`config.mk`:
```
export PLATFORM = sky130hd
export DESIGN_NAME = tx_arbiter
export DESIGN_NICKNAME = d
export VERILOG_FILES = /design/src/rtl/tx_arb_pkg.sv /design/src/rtl/tx_arbiter_rr_pick.sv /design/src/rtl/tx_arbiter.sv
export SDC_FILE = /design/constraint.sdc
export NUM_CORES = 1
export LEC_CHECK = 0
export ABC_CLOCK_PERIOD_IN_PS = 2100
export CAP_MARGIN = 20
export CORE_MARGIN = 2
export CORE_UTILIZATION = 44
export CTS_BUF_LIST = sky130_fd_sc_hd__clkbuf_2
export CTS_CLUSTER_SIZE = 24
export DETAILED_ROUTE_END_ITERATION = 12
export DONT_BUFFER_PORTS = 1
export GPL_ROUTABILITY_DRIVEN = 1
export PLACE_DENSITY = 0.57
export SETUP_SLACK_MARGIN = 0.1
export SLEW_MARGIN = 20
export SYNTH_ARGS = -nofsm -noshare
export SYNTH_HDL_FRONTEND = slang
export SYNTH_SLANG_ARGS = --single-unit
```
`constraint.sdc`:
```
create_clock -name clock -period 2.1 [get_ports clock]
set_clock_uncertainty 0.05 [all_clocks]
set_input_delay 0.315 -clock clock [delete_from_list [all_inputs] [get_ports clock]]
set_output_delay 0.315 -clock clock [all_outputs]
set_load 0.03 [all_outputs]
```
`src/rtl/tx_arb_pkg.sv`:
```
// Shared types and constants for the tx_arbiter slice: FSM state encoding,
// serializer mode values and data widths.
package tx_arb_pkg;

   typedef enum logic [1:0] {
      IDLE,
      LAUNCH,
      WAIT_DONE,
      RELEASE
   } state_t;

   localparam logic MODE_WORD = 1'b0;
   localparam logic MODE_BYTE = 1'b1;

   localparam int WORD_W = 32;
   localparam int BYTE_W = 8;

endpackage

```
`src/rtl/tx_arbiter_rr_pick.sv`:
```
// Combinational rotate-priority encoder: returns the first set request bit
// searching from last+1 upward with wrap-around.
module rr_pick #(
   parameter int N_REQ = 4,
   parameter int IW    = $clog2(N_REQ)
) (
   input  logic [N_REQ-1:0] req,
   input  logic [IW-1:0]    last,
   output logic             valid,
   output logic [IW-1:0]    index
);

   always_comb begin
      int k;
      valid = 1'b0;
      index = '0;
      k     = 0;
      // Offset 1 is the highest priority, offset N_REQ (last itself) the lowest.
      for (int i = 1; i <= N_REQ; i++) begin
         k = int'(last) + i;
         if (k >= N_REQ) k = k - N_REQ;
         if (!valid && req[k]) begin
            valid = 1'b1;
            index = k[IW-1:0];
         end
      end
   end

endmodule

```
`src/rtl/tx_arbiter.sv`:
```
// Round-robin arbiter sharing one word_to_byte_tx serializer between N_REQ
// requesters. Optional watchdog on the serializer done: TX_ARB_TIMEOUT_EN.
module tx_arbiter
   import tx_arb_pkg::*;
#(
   parameter int N_REQ          = 4,
   parameter int TIMEOUT_CYCLES = 1048576
) (
   input  logic                      clock,
   input  logic                      reset_n,
   input  logic [N_REQ-1:0]          req,
   input  logic [N_REQ-1:0]          req_mode,
   input  logic [WORD_W*N_REQ-1:0]   req_word,
   input  logic [BYTE_W*N_REQ-1:0]   req_byte,
   output logic [N_REQ-1:0]          ack,
   output logic                      err,
   output logic                      busy,
   output logic [$clog2(N_REQ)-1:0]  grant_id,
   output logic                      tx_enable,
   output logic                      tx_mode_select,
   output logic [WORD_W-1:0]         tx_word,
   output logic [BYTE_W-1:0]         tx_byte,
   input  logic                      tx_done
);

   localparam int IW = $clog2(N_REQ);

   if (N_REQ < 2 || N_REQ > 8 || TIMEOUT_CYCLES < 1) begin : g_bad_cfg
      $error("tx_arbiter: N_REQ must be 2..8 and TIMEOUT_CYCLES >= 1");
   end

   state_t        state;
   logic [IW-1:0] last;
   logic          pick_valid;
   logic [IW-1:0] pick_idx;

`ifdef TX_ARB_TIMEOUT_EN
   localparam int CW = $clog2(TIMEOUT_CYCLES + 1);
   logic [CW-1:0] wd_cnt;
   logic          err_q;
   assign err = err_q;
`else
   assign err = 1'b0;
`endif

   rr_pick #(
      .N_REQ (N_REQ),
      .IW    (IW)
   ) u_rr_pick (
      .req   (req),
      .last  (last),
      .valid (pick_valid),
      .index (pick_idx)
   );

   always_ff @(posedge clock or negedge reset_n) begin
      if (!reset_n) begin
         state          <= IDLE;
         last           <= IW'(N_REQ - 1);
         ack            <= '0;
         busy           <= 1'b0;
         grant_id       <= '0;
         tx_enable      <= 1'b0;
         tx_mode_select <= MODE_WORD;
         tx_word        <= '0;
         tx_byte        <= '0;
`ifdef TX_ARB_TIMEOUT_EN
         wd_cnt         <= '0;
         err_q          <= 1'b0;
`endif
      end else begin
         ack <= '0;
`ifdef TX_ARB_TIMEOUT_EN
         err_q <= 1'b0;
`endif
         unique case (state)
            IDLE: begin
               // Requester data is captured only here; later changes are ignored.
               if (pick_valid) begin
                  state          <= LAUNCH;
                  busy           <= 1'b1;
                  grant_id       <= pick_idx;
                  last           <= pick_idx;
                  tx_mode_select <= req_mode[pick_idx];
                  tx_word        <= req_word[int'(pick_idx)*WORD_W +: WORD_W];
                  tx_byte        <= req_byte[int'(pick_idx)*BYTE_W +: BYTE_W];
               end
            end
            LAUNCH: begin
               // Setup cycle: any done still high from a prior transfer is not sampled.
               state     <= WAIT_DONE;
               tx_enable <= 1'b1;
`ifdef TX_ARB_TIMEOUT_EN
               wd_cnt    <= '0;
`endif
            end
            WAIT_DONE: begin
               if (tx_done) begin
                  state         <= RELEASE;
                  tx_enable     <= 1'b0;
                  ack[grant_id] <= 1'b1;
               end
`ifdef TX_ARB_TIMEOUT_EN
               else if (wd_cnt == CW'(TIMEOUT_CYCLES)) begin
                  state         <= RELEASE;
                  tx_enable     <= 1'b0;
                  ack[grant_id] <= 1'b1;
                  err_q         <= 1'b1;
               end else begin
                  wd_cnt <= wd_cnt + 1'b1;
               end
`endif
            end
            RELEASE: begin
               if (!tx_done) begin
                  state <= IDLE;
                  busy  <= 1'b0;
               end
            end
            default: begin
               state     <= IDLE;
               busy      <= 1'b0;
               tx_enable <= 1'b0;
            end
         endcase
      end
   end

endmodule

```
==> impl_metrics.env, run 1 <==
export IMPL_fmax_ghz=0.510
export IMPL_cts_sinks=53
export IMPL_grt_ovfl_total=0
export IMPL_drv_cap=0
export IMPL_syn_inst=291
export IMPL_cellLeakagePower_nw=1.64
export IMPL_vias=2394
export IMPL_fin_nets=470
export IMPL_finalPower_mw=5.72
export IMPL_multi_input_area_um2=1710
export IMPL_grt_pass1_wl_mm=12.4
export IMPL_seqCellArea_um2=1330
export IMPL_ios=221
export IMPL_cp_start_kind="register"
export IMPL_cp_arrival_ns=2.25
export IMPL_fin_ws_ns=0.140
export IMPL_synthesis_nets=467
export IMPL_period_share_pct=93.3
export IMPL_path_class="reg -> reg"
export IMPL_whs_ns=0.0271
export IMPL_cts_tree="yes"
export IMPL_start_util_pct=45.0
export IMPL_gp_congestion=0.762
export IMPL_die_w_um=89.9
export IMPL_num_antenna_cells=0
export IMPL_cts_made_buffers=5
export IMPL_wl_per_cell_um=20.8
export IMPL_cp_required_ns=2.39
export IMPL_hpwl_mm=5.90
export IMPL_drt_wl_total_mm=8.21
export IMPL_fin_setup_tns_ns=0
export IMPL_slew_viol_final=0
export IMPL_drt_iter0_drc=77
export IMPL_crit_path_max_fanout=17
export IMPL_min_period_ns=1.96
export IMPL_netlist_area_leader_share_pct=39.3
export IMPL_synth_seq_cells=53
export IMPL_syn_area_um2=3250
export IMPL_antenna_found_initial=0
export IMPL_dr_pass1_iters=4
export IMPL_fp_dieArea_um2=8080
export IMPL_drive_above_1_share_pct=15.3
export IMPL_area_growth_syn_to_layout_pct=8.13
export IMPL_grt_max_degree=54
export IMPL_grt_pass1_vias=2401
export IMPL_r2r_slack_ns=0.14
export IMPL_place_ws_ns=0.0715
export IMPL_grt_usage_pct=18.9
export IMPL_fp_dieH_um=89.9
export IMPL_portBuffers=0
export IMPL_end_kind="register"
export IMPL_rsz0062_at_grt="true"
export IMPL_final_cell_mix="79 x mux2i_1, 51 x dfrtp_1, 45 x nand2_1"
export IMPL_vdd_drop_max_uv=622
export IMPL_rows=31
export IMPL_synth_edf_count=0
export IMPL_synthFlopType="dfrtp_1"
export IMPL_htree_levels=2
export IMPL_yosysTopAreaCell="dfrtp_1"
export IMPL_synth_cell_type_count=32
export IMPL_ant_nets=0
export IMPL_holdCritPathClass="in -> reg"
export IMPL_async_flop_share_pct=100
export IMPL_synth_area_top_cells="dfrtp_1 39%, mux2i_1 26%, o221ai_1 8.9%, nand2_1 5.3%, o221ai_2 3.7%"
export IMPL_yosysWarnings=0
export IMPL_ys_seq_area_share_pct=40.9
export IMPL_vias_per_cell=6.08
export IMPL_fillers=693
export IMPL_insertion_delay_ns=0.44
export IMPL_finalHoldViolCount=0
export IMPL_clockBufferDepth=2
export IMPL_layout_commonest_cell="mux2i_1"
export IMPL_setup_viol=0
export IMPL_syn_avg_cell_area_um2=11.2
export IMPL_outcome="finished, final reports clean"
export IMPL_path_clk_slew_ns=0.28
export IMPL_core_area_um2=7210
export IMPL_drcViolationCount=0
export IMPL_p_per_area_nw_per_um2=1630
export IMPL_clockRootBuffer="clkbuf_2"
-- routing by layer --
layer / part of all wire, % / vias up / GRT usage (%)
met1: 38 / 1167 / 22.1
met3: 7.7 / 11 / 6.62
met5: 0 / - / 0
li1: - / 1091 / -
met4: 2.1 / 0 / 6.03
met2: 52 / 125 / 32.5
-- timing repair --
| item | CTS | global route |
|---|---|---|
| endpoints found under the setup margin | 11 | 38 |
| pin swaps | 0 | 1 |
| hold buffers | 3 | 2 |
| resized for setup | 1 | 5 |
| endpoints found under the hold margin | 59 | 1 |
| gates cloned | 0 | 2 |
| buffers inserted | 0 | 3 |
-- registers in the layout, indices dropped and copies added (netlist names) --
| signal | count |
|---|---|
| ack | 4 |
| busy | 1 |
| grant_id | 2 |
| last | 2 |
| state | 2 |
| tx_byte | 8 |
| tx_enable | 1 |
| tx_mode_select | 1 |
| tx_word | 32 |
-- worst paths after layout --
kind                         startpoint           to  depth (start not counted)
hold reg to reg                 last[0]      last[0]                          2
hold / removal             req_word[67]   tx_word[3]                          2
max in group asynchronous       reset_n      last[0]                          2
min in group asynchronous       reset_n   tx_word[9]                          2
setup reg to reg                last[1]  tx_word[28]                          7
setup / recovery                last[1]  tx_word[28]                          7
-- power breakdown --
part	switching [mW]	leakage, nW	internal [mW]
Sequential	1.24	0.650	1.50
Clock	0.328	0.0327	0.0838
Combinational	1.32	0.954	1.24
Total	2.89	1.64	2.83
-- cells by family (layout without fill, tap and decap cells) --
family                   after synthesis  in the layout  synth area share, %
AO/OA/AOI/OAI                         55             55                 16.1
adder cells (fa/ha/maj)                5              5                 1.93
buffers and inverters                 30             34                 7.02
flip-flops                            53             53                 40.9
multiplexers                          83             83                 25.6
other                                  1              1                0.116
AND/OR/NAND/NOR                       64             64                 8.29
-- layout make-up --
type / instances / share of cell area [%]
tap: 99 / 3.53
timing repair buffer: 20 / 8.13
clock buffer: 6 / 0.856
multi-input combinational: 208 / 48.7
clock inverter: 2 / 0.285
sequential: 53 / 37.9
inverter: 6 / 0.642
-- stage by stage --
stage / instances / cell area (µm²) / util (%)
4_1_cts: 387 / 3390 / 46.9
3_5_place_dp: 376 / 3290 / 45.7
3_3_place_gp: 376 / 3290 / 45.7
5_1_grt: 394 / 3510 / 48.6
2_1_floorplan: 291 / 3250 / -
6_report: 394 / 3510 / 48.6
-- cells in the mapped netlist, types with 4 or more instances --
master    instances
mux2i_1          83
dfrtp_1          51
nand2_1          46
o221ai_1         33
nor2_1            8
o221ai_2          8
buf_4             7
buf_8             7
clkbuf_1          7
inv_1             6
ha_1              5
a21oi_1           4
-- worst max-delay path, stage by stage (launching register included) --
cell	delay, ns
dfstp_2	0.63
nand2b_1	0.12
a21oi_2	0.07
o221ai_4	0.22
buf_4	0.21
clkbuf_16	0.21
mux2i_1	0.21
o221ai_1	0.14
No activity file was read; power rests on OpenSTA's default activity.
==> run 2, diff against run 1 <==
GPL_TIMING_DRIVEN = 0   (was default)
==> impl_metrics.env, run 2 (synthesis results as in run 1) <==
export IMPL_r2r_worst_path_cells=7
export IMPL_final_util_pct=49.1
export IMPL_die_w_um=89.9
export IMPL_maxUsedRoutingLayer="met4"
export IMPL_max_slew_margin_pct=64.9
export IMPL_ios=221
export IMPL_cp_arrival_ns=2.18
export IMPL_max_flop_register="tx_word"
export IMPL_p_per_area_nw_per_um2=1620
export IMPL_largest_register_ff_count=32
export IMPL_grt_usage_pct=20.3
export IMPL_final_cell_mix="78 x mux2i_1, 51 x dfrtp_1, 45 x nand2_1"
export IMPL_end_kind="register"
export IMPL_fillers=702
export IMPL_outcome="finished, final reports clean"
export IMPL_clockBufferDepth=2
export IMPL_cts_sinks=53
export IMPL_fin_nets=480
export IMPL_vias=2419
export IMPL_grt_ovfl_total=0
export IMPL_grt_max_degree=54
export IMPL_area_growth_syn_to_layout_pct=9.14
export IMPL_drcViolationCount=0
export IMPL_vdd_drop_max_uv=604
export IMPL_rsz0062_at_grt="false"
export IMPL_rows=31
export IMPL_vias_per_cell=6.00
export IMPL_path_class="reg -> reg"
export IMPL_wl_met1_mm=3.25
export IMPL_dr_wl_met2_mm=4.28
export IMPL_period_share_pct=90.9
export IMPL_drv_cap=0
export IMPL_min_period_ns=1.91
export IMPL_fp_dieArea_um2=8080
export IMPL_reg_largest_list="tx_word (32), tx_byte (8), ack (4)"
export IMPL_fp_dieH_um=89.9
export IMPL_crit_path_max_fanout=10
export IMPL_hpwl_mm=6.37
export IMPL_place_ws_ns=0.0741
export IMPL_cts_made_buffers=5
export IMPL_finalHoldViolCount=0
export IMPL_portBuffers=0
export IMPL_wl_per_cell_um=20.6
export IMPL_start_util_pct=45.0
export IMPL_holdCritPathClass="in -> reg"
export IMPL_htree_levels=2
export IMPL_setup_viol=0
export IMPL_placed_area_um2=3370
export IMPL_cellLeakagePower_nw=1.64
export IMPL_cp_start_kind="register"
export IMPL_fin_setup_tns_ns=0
export IMPL_drt_iter0_drc=63
export IMPL_whs_ns=0.0565
export IMPL_grt_pass1_wl_mm=13.3
export IMPL_fmax_ghz=0.524
export IMPL_worstMarginPinSlew_ns=0.522
export IMPL_layout_commonest_cell="mux2i_1"
export IMPL_gp_congestion=0.771
export IMPL_ant_nets=0
export IMPL_cp_required_ns=2.38
export IMPL_met3_length_um=650
export IMPL_core_area_um2=7210
export IMPL_path_clk_slew_ns=0.25
export IMPL_drive_above_1_share_pct=16.8
export IMPL_insertion_delay_ns=0.41
export IMPL_num_antenna_cells=0
export IMPL_min_path_cells=2
export IMPL_clockRootBuffer="clkbuf_2"
export IMPL_cts_tree="yes"
export IMPL_drt_wl_total_mm=8.30
export IMPL_grt_pass1_vias=2454
export IMPL_slew_viol_final=0
export IMPL_antenna_found_initial=0
export IMPL_stdcell_area_um2=3540
export IMPL_dr_pass1_iters=5
export IMPL_fin_ws_ns=0.192
[run 2: cell types whose count changed in the layout (fill, tap and decap cells not counted), sizes merged]
cell / change
buf: +5
clkbuf: +6
clkinv: -1
dlygate4sd3: -1
[run 2: worst paths after layout]
path | startpoint | endpoint | slack, ns
max in group asynchronous | reset_n | last[0] | 1.35
hold / removal | req_word[84] | tx_word[20] | 0.06
min in group asynchronous | reset_n | tx_word[30] | 0.35
setup reg to reg | last[1] | tx_word[11] | 0.19
setup / recovery | last[1] | tx_word[11] | 0.19
hold reg to reg | last[0] | last[0] | 0.51
[run 2: area by class of cell]
class | instances | area, µm² | share of cell area (%)
buffer | 24 | 223 | 6.29
inverter | 6 | 22.5 | 0.636
timing repair buffer | 6 | 72.6 | 2.05
clock buffer | 6 | 30.0 | 0.848
clock inverter | 1 | 3.75 | 0.106
sequential | 53 | 1330 | 37.5
tap | 99 | 124 | 3.50
multi-input combinational | 208 | 1740 | 49.1
[run 2: timing repair]
action	in CTS	in global routing
gates cloned	0	0
endpoints found under the setup margin	13	40
buffers inserted	1	1
endpoints found under the hold margin	58	1
hold buffers	3	1
resized for setup	2	20
pin swaps	0	0
[run 2: through the flow]
step | instances | power (mW)
3_5_place_dp | 390 | 5.30
5_1_grt | 403 | 6.14
4_1_cts | 401 | 5.72
6_report | 403 | 5.73
3_3_place_gp | 390 | 5.25
2_1_floorplan | 291 | 4.71
[run 2: report_power, final]
| group | internal (mW) | switching [mW] |
|---|---|---|
| sequential | 1.50 | 1.24 |
| clock | 0.0777 | 0.301 |
| combinational | 1.26 | 1.36 |
[run 2: layer usage]
layer	track usage, %	up-vias
met5	0	-
met4	4.87	0
met3	6.45	7
met2	35.7	125
met1	24.3	1171
li1	-	1116
[run 2: worst max-delay path, cell delays in order (launching register included)]
cell and delay [ns]:
dfstp_2 0.63, nand2b_1 0.13, a21oi_2 0.07, o221ai_4 0.20, buf_12 0.18, buf_8 0.17
mux2i_4 0.25, o221ai_1 0.14
